[config.mk]
export PLATFORM = sky130hd
export DESIGN_NAME = multicycle_controller
export DESIGN_NICKNAME = d
export VERILOG_FILES = /design/src/rtl/multicycle_controller.sv
export SDC_FILE = /design/constraint.sdc
export NUM_CORES = 1
export LEC_CHECK = 0
export ABC_AREA = 1
export BUFFER_PORTS_ARGS = -buffer_cell sky130_fd_sc_hd__buf_2
export CAP_MARGIN = 25
export CORE_AREA = 2 2 39 41
export CTS_CLUSTER_SIZE = 8
export DETAILED_ROUTE_END_ITERATION = 10
export DIE_AREA = 0 0 41 43
export PLACE_DENSITY_LB_ADDON = 0.05
export SLEW_MARGIN = 20
export SYNTH_ARGS = -nofsm -noshare
export SYNTH_HDL_FRONTEND = slang
export SYNTH_SLANG_ARGS = --single-unit
export TNS_END_PERCENT = 30
[constraint.sdc]
create_clock -name clk -period 2.7 [get_ports clk]
set_input_delay 0.54 -clock clk [delete_from_list [all_inputs] [get_ports clk]]
set_output_delay 0.54 -clock clk [all_outputs]
set_load 0.02 [all_outputs]
[src/rtl/multicycle_controller.sv]
// multicycle_controller: Moore control FSM sequencing RV32I instructions through fetch/decode/execute/memory/writeback
module multicycle_controller #(
    parameter bit HAS_MEM_HANDSHAKE = 1'b1,
    parameter bit SUPPORT_ITYPE     = 1'b1,
    parameter bit SUPPORT_JAL       = 1'b1
) (
    input  logic       clk,
    input  logic       rst_n,
    input  logic [6:0] Op,
    input  logic       MemReady,
    output logic       PCUpdate,
    output logic       Branch,
    output logic       IRWrite,
    output logic       RegWrite,
    output logic       MemWrite,
    output logic       AdrSrc,
    output logic [1:0] ResultSrc,
    output logic [1:0] ALUSrcA,
    output logic [1:0] ALUSrcB,
    output logic [1:0] ImmSrc,
    output logic [1:0] ALUOp,
    output logic [3:0] State,
    output logic       IllegalOp,
    output logic       Retire
);
    typedef enum logic [3:0] {
        S_FETCH = 4'd0, S_DECODE = 4'd1, S_MEMADR = 4'd2, S_MEMREAD = 4'd3,
        S_MEMWB = 4'd4, S_MEMWRITE = 4'd5, S_EXECR = 4'd6, S_ALUWB = 4'd7,
        S_EXECI = 4'd8, S_JAL = 4'd9, S_BEQ = 4'd10, S_HALT = 4'd11
    } state_t;

    localparam logic [6:0] OP_LW = 7'b0000011, OP_SW = 7'b0100011, OP_R = 7'b0110011,
                           OP_I = 7'b0010011, OP_BEQ = 7'b1100011, OP_JAL = 7'b1101111;

    state_t r_state, w_next;
    logic   w_rdy, w_pcupdate, w_branch, w_irwrite, w_regwrite, w_memwrite, w_illegal, w_retire;

    assign w_rdy = HAS_MEM_HANDSHAKE ? MemReady : 1'b1;

    // state register; reset returns to FETCH immediately
    always_ff @(posedge clk or negedge rst_n) begin
        if (!rst_n) r_state <= S_FETCH;
        else        r_state <= w_next;
    end

    // next-state and state-decoded controls, memory waits gated by rdy
    always_comb begin
        w_next     = r_state;
        w_pcupdate = 1'b0;
        w_branch   = 1'b0;
        w_irwrite  = 1'b0;
        w_regwrite = 1'b0;
        w_memwrite = 1'b0;
        w_illegal  = 1'b0;
        w_retire   = 1'b0;
        AdrSrc     = 1'b0;
        ResultSrc  = 2'b00;
        ALUSrcA    = 2'b00;
        ALUSrcB    = 2'b00;
        ALUOp      = 2'b00;
        case (r_state)
            S_FETCH: begin
                ALUSrcB    = 2'b10;
                ResultSrc  = 2'b10;
                w_irwrite  = w_rdy;
                w_pcupdate = w_rdy;
                w_next     = w_rdy ? S_DECODE : S_FETCH;
            end
            S_DECODE: begin
                ALUSrcA = 2'b01;
                ALUSrcB = 2'b01;
                case (Op)
                    OP_LW, OP_SW: w_next = S_MEMADR;
                    OP_R:         w_next = S_EXECR;
                    OP_I:         w_next = SUPPORT_ITYPE ? S_EXECI : S_HALT;
                    OP_BEQ:       w_next = S_BEQ;
                    OP_JAL:       w_next = SUPPORT_JAL ? S_JAL : S_HALT;
                    default:      w_next = S_HALT;
                endcase
            end
            S_MEMADR: begin
                ALUSrcA = 2'b10;
                ALUSrcB = 2'b01;
                w_next  = (Op == OP_LW) ? S_MEMREAD : S_MEMWRITE;
            end
            S_MEMREAD: begin
                AdrSrc = 1'b1;
                w_next = w_rdy ? S_MEMWB : S_MEMREAD;
            end
            S_MEMWB: begin
                ResultSrc  = 2'b01;
                w_regwrite = 1'b1;
                w_retire   = 1'b1;
                w_next     = S_FETCH;
            end
            S_MEMWRITE: begin
                AdrSrc     = 1'b1;
                w_memwrite = 1'b1;
                w_retire   = w_rdy;
                w_next     = w_rdy ? S_FETCH : S_MEMWRITE;
            end
            S_EXECR: begin
                ALUSrcA = 2'b10;
                ALUOp   = 2'b10;
                w_next  = S_ALUWB;
            end
            S_EXECI: begin
                ALUSrcA = 2'b10;
                ALUSrcB = 2'b01;
                ALUOp   = 2'b10;
                w_next  = S_ALUWB;
            end
            S_JAL: begin
                ALUSrcA    = 2'b01;
                ALUSrcB    = 2'b10;
                w_pcupdate = 1'b1;
                w_next     = S_ALUWB;
            end
            S_ALUWB: begin
                w_regwrite = 1'b1;
                w_retire   = 1'b1;
                w_next     = S_FETCH;
            end
            S_BEQ: begin
                ALUSrcA  = 2'b10;
                ALUOp    = 2'b01;
                w_branch = 1'b1;
                w_retire = 1'b1;
                w_next   = S_FETCH;
            end
            S_HALT: w_illegal = 1'b1;
            default: w_next = S_HALT;
        endcase
    end

    // enables are held off for the whole time reset is asserted, not just after the edge
    assign PCUpdate  = w_pcupdate & rst_n;
    assign Branch    = w_branch & rst_n;
    assign IRWrite   = w_irwrite & rst_n;
    assign RegWrite  = w_regwrite & rst_n;
    assign MemWrite  = w_memwrite & rst_n;
    assign IllegalOp = w_illegal & rst_n;
    assign Retire    = w_retire & rst_n;
    assign State     = r_state;
    assign ImmSrc    = (Op == OP_SW) ? 2'b01 : (Op == OP_BEQ) ? 2'b10 : (Op == OP_JAL) ? 2'b11 : 2'b00;
endmodule

==> flow_summary.ini <==
[outcome]
status = completed

[timing]
min_period_ps = 2042
hold_viol_final = 0
setup_violations = 0
setup-tns-final_ps = 0
setup_ws_ps = 658.2
drv_slew = 0
fin_skew_ps = 6.663
maxSlewHeadroom = 0.8094
max_freq_mhz = 489.8
post-route-period-util = 0.7562
rsz0062_at_grt = no
worst_pin_slew_ps = 284.8

[route]
dr_wl_met2_um = 679
drt-wirelength-per-cell_um = 8.791
dr_wl_met3_um = 95
totalWireLength_um = 1345
highest_layer = met3
vias = 706
vias_per_cell = 4.614
drc = 0
drtPass1Iterations = 4
antenna_left = 0
drt_iter0_drc = 11
met1Wirelength_um = 570

[grt]
globalRouteOverflowTotal = 0
grt_antenna_before_repair = 0
track_usage = 0.1732
grt_first_pass_wirelength_um = 2083
grt_pass1_vias = 557
grt_start_max_net_pins = 7

[pwr]
vdd_drop_max_mv = 0.2703
p_leak_nw = 0.4598
powerDensity_mw_per_mm2 = 212.8
total_power_uw = 157.9

[cts]
path_clk_slew_ps = 40
cts_buffers = 3
hold_buffers = 0
post_cts_buffers = 0
clk_latency_ps = 240
clock-root-buffer = clkbuf_4
cts_tree = yes
ctsResizeCount = 0
htree_levels = 1
clock_sinks = 4
cts_buffer_depth = 2

[setup_path]
start_kind = register
path_delay_family = flip-flops
criticalPathCategory = reg -> out
crit_cells = 6
cp_slowest_stage_delay_ps = 440
cp_data_required_time_ps = 2160
critPathMaxFanout = 6
r2r_slack_ps = 1460
path_cells = nor2_2 -> inv_2 -> nor2_4 -> nand2_2 -> a21oi_1 -> buf_2
reg2reg_depth = 9
cp_num_buf_inv = 2
cp-end-kind = output pin
crit_slowest_cell = dfrtp_1
critical_path_arrival_ps = 1500

[floorplan]
start_util = 0.3933
dieArea_mm2 = 0.001763
fp.dieH_um = 43
ios = 32
die_w_um = 41
rows = 14
core_area_mm2 = 0.001384

[placed_design]
dp_slack_ps = 864.6
hpwl_um = 1172
portBuffers = 31
gp_congestion = 0.7256

[finish]
multiInputGateArea_um2 = 365.4
synthToLayoutAreaGrowth_pct = 36.32
num_antenna_cells = 0
finalNetCount = 149
layout-drive-gt1-share = 0.3723
register_area_um2 = 100.1
fill_cells = 164
largest_reg_flops = 4

[logic_synthesis]
ys_types = 17
avgSynthCellArea_um2 = 5.284
synth.yosys.seq_area_share = 0.1839
synth_area_um2 = 544.3
ys_warn_count = 0
synth_cells = 103
synth_nets = 113
synth_seq_cells = 4

[run]
cap_violations = 0

[hold_path]
hold_class = in -> async
Yosys cell counts, drive strengths merged:
cell    count  share of area
nand2      34           0.25
nor2       25           0.21
inv        21           0.14
nand3       6          0.055
o21ai       5          0.046
dfrtp       4           0.18
nand3b      2          0.028
nor3        2          0.028
o211ai      2          0.028
a21oi       1         0.0092
nand4       1          0.012
final timing paths:
kind / start / end
setup / recovery: State[2] / PCUpdate
hold / removal: rst_n / State[1]
setup reg to reg: State[1] / State[0]
hold reg to reg: State[3] / State[3]
max in group asynchronous: rst_n / State[0]
min in group clk: State[3] / State[3]
report_power, final:
| part | switching [mW] | internal [mW] | total, mW |
|---|---|---|---|
| Combinational | 0.0147 | 0.00902 | 0.0237 |
| Sequential | 0 | 0.0603 | 0.0603 |
| Clock | 0.0242 | 0.0497 | 0.0739 |
metal layers:
metal,vias to the layer above,track usage
met3,0,0.04712
met4,0,0.06000
li1,385,-
met2,24,0.3031
met1,297,0.1851
met5,-,0
final cells by class:
| cell class | instances | share of cell area |
|---|---|---|
| Clock buffer | 3 | 0.03035 |
| Inverter | 21 | 0.1062 |
| Multi-Input combinational cell | 78 | 0.4924 |
| Sequential cell | 4 | 0.1349 |
| Tap cell | 16 | 0.02698 |
| Timing Repair Buffer | 31 | 0.2091 |
cells in the final DEF, fill, tap and decap left out:
cell and instances:
nor3_2 1, clkbuf_4 3, o21ai_1 1, buf_2 31, nand4_1 1, nand2_2 4
nand3b_1 2, nor2_4 1, inv_2 5, nand3_1 6, dfrtp_1 4, nor2_1 18
nor2_2 6, o21ai_0 4, nand2_1 30, nor3_1 1, inv_1 16, a21oi_1 1
o211ai_1 2
logic make-up (layout without fill, tap and decap cells):
group | count (synthesis) | in the layout | share of synthesized area
buffers and inverters | 21 | 55 | 0.1448
DFF | 4 | 4 | 0.1839
AOI/OAI and AO/OA | 8 | 8 | 0.08273
and+or+nand+nor | 70 | 70 | 0.5885
per-stage QoR:
step | hold WS [ps] | utilization | instance area (um^2) | std cells
4_1_cts | 108.5 | 0.5362 | 742.0 | 153
6_report | 112.6 | 0.5362 | 742.0 | 153
3_3_place_gp | 361.2 | 0.5199 | 719.4 | 150
2_1_floorplan | 244.4 | - | 544.3 | 103
5_1_grt | 110.7 | 0.5362 | 742.0 | 153
3_5_place_dp | 363.8 | 0.5199 | 719.4 | 150
No activity file was read; power rests on OpenSTA's default activity.
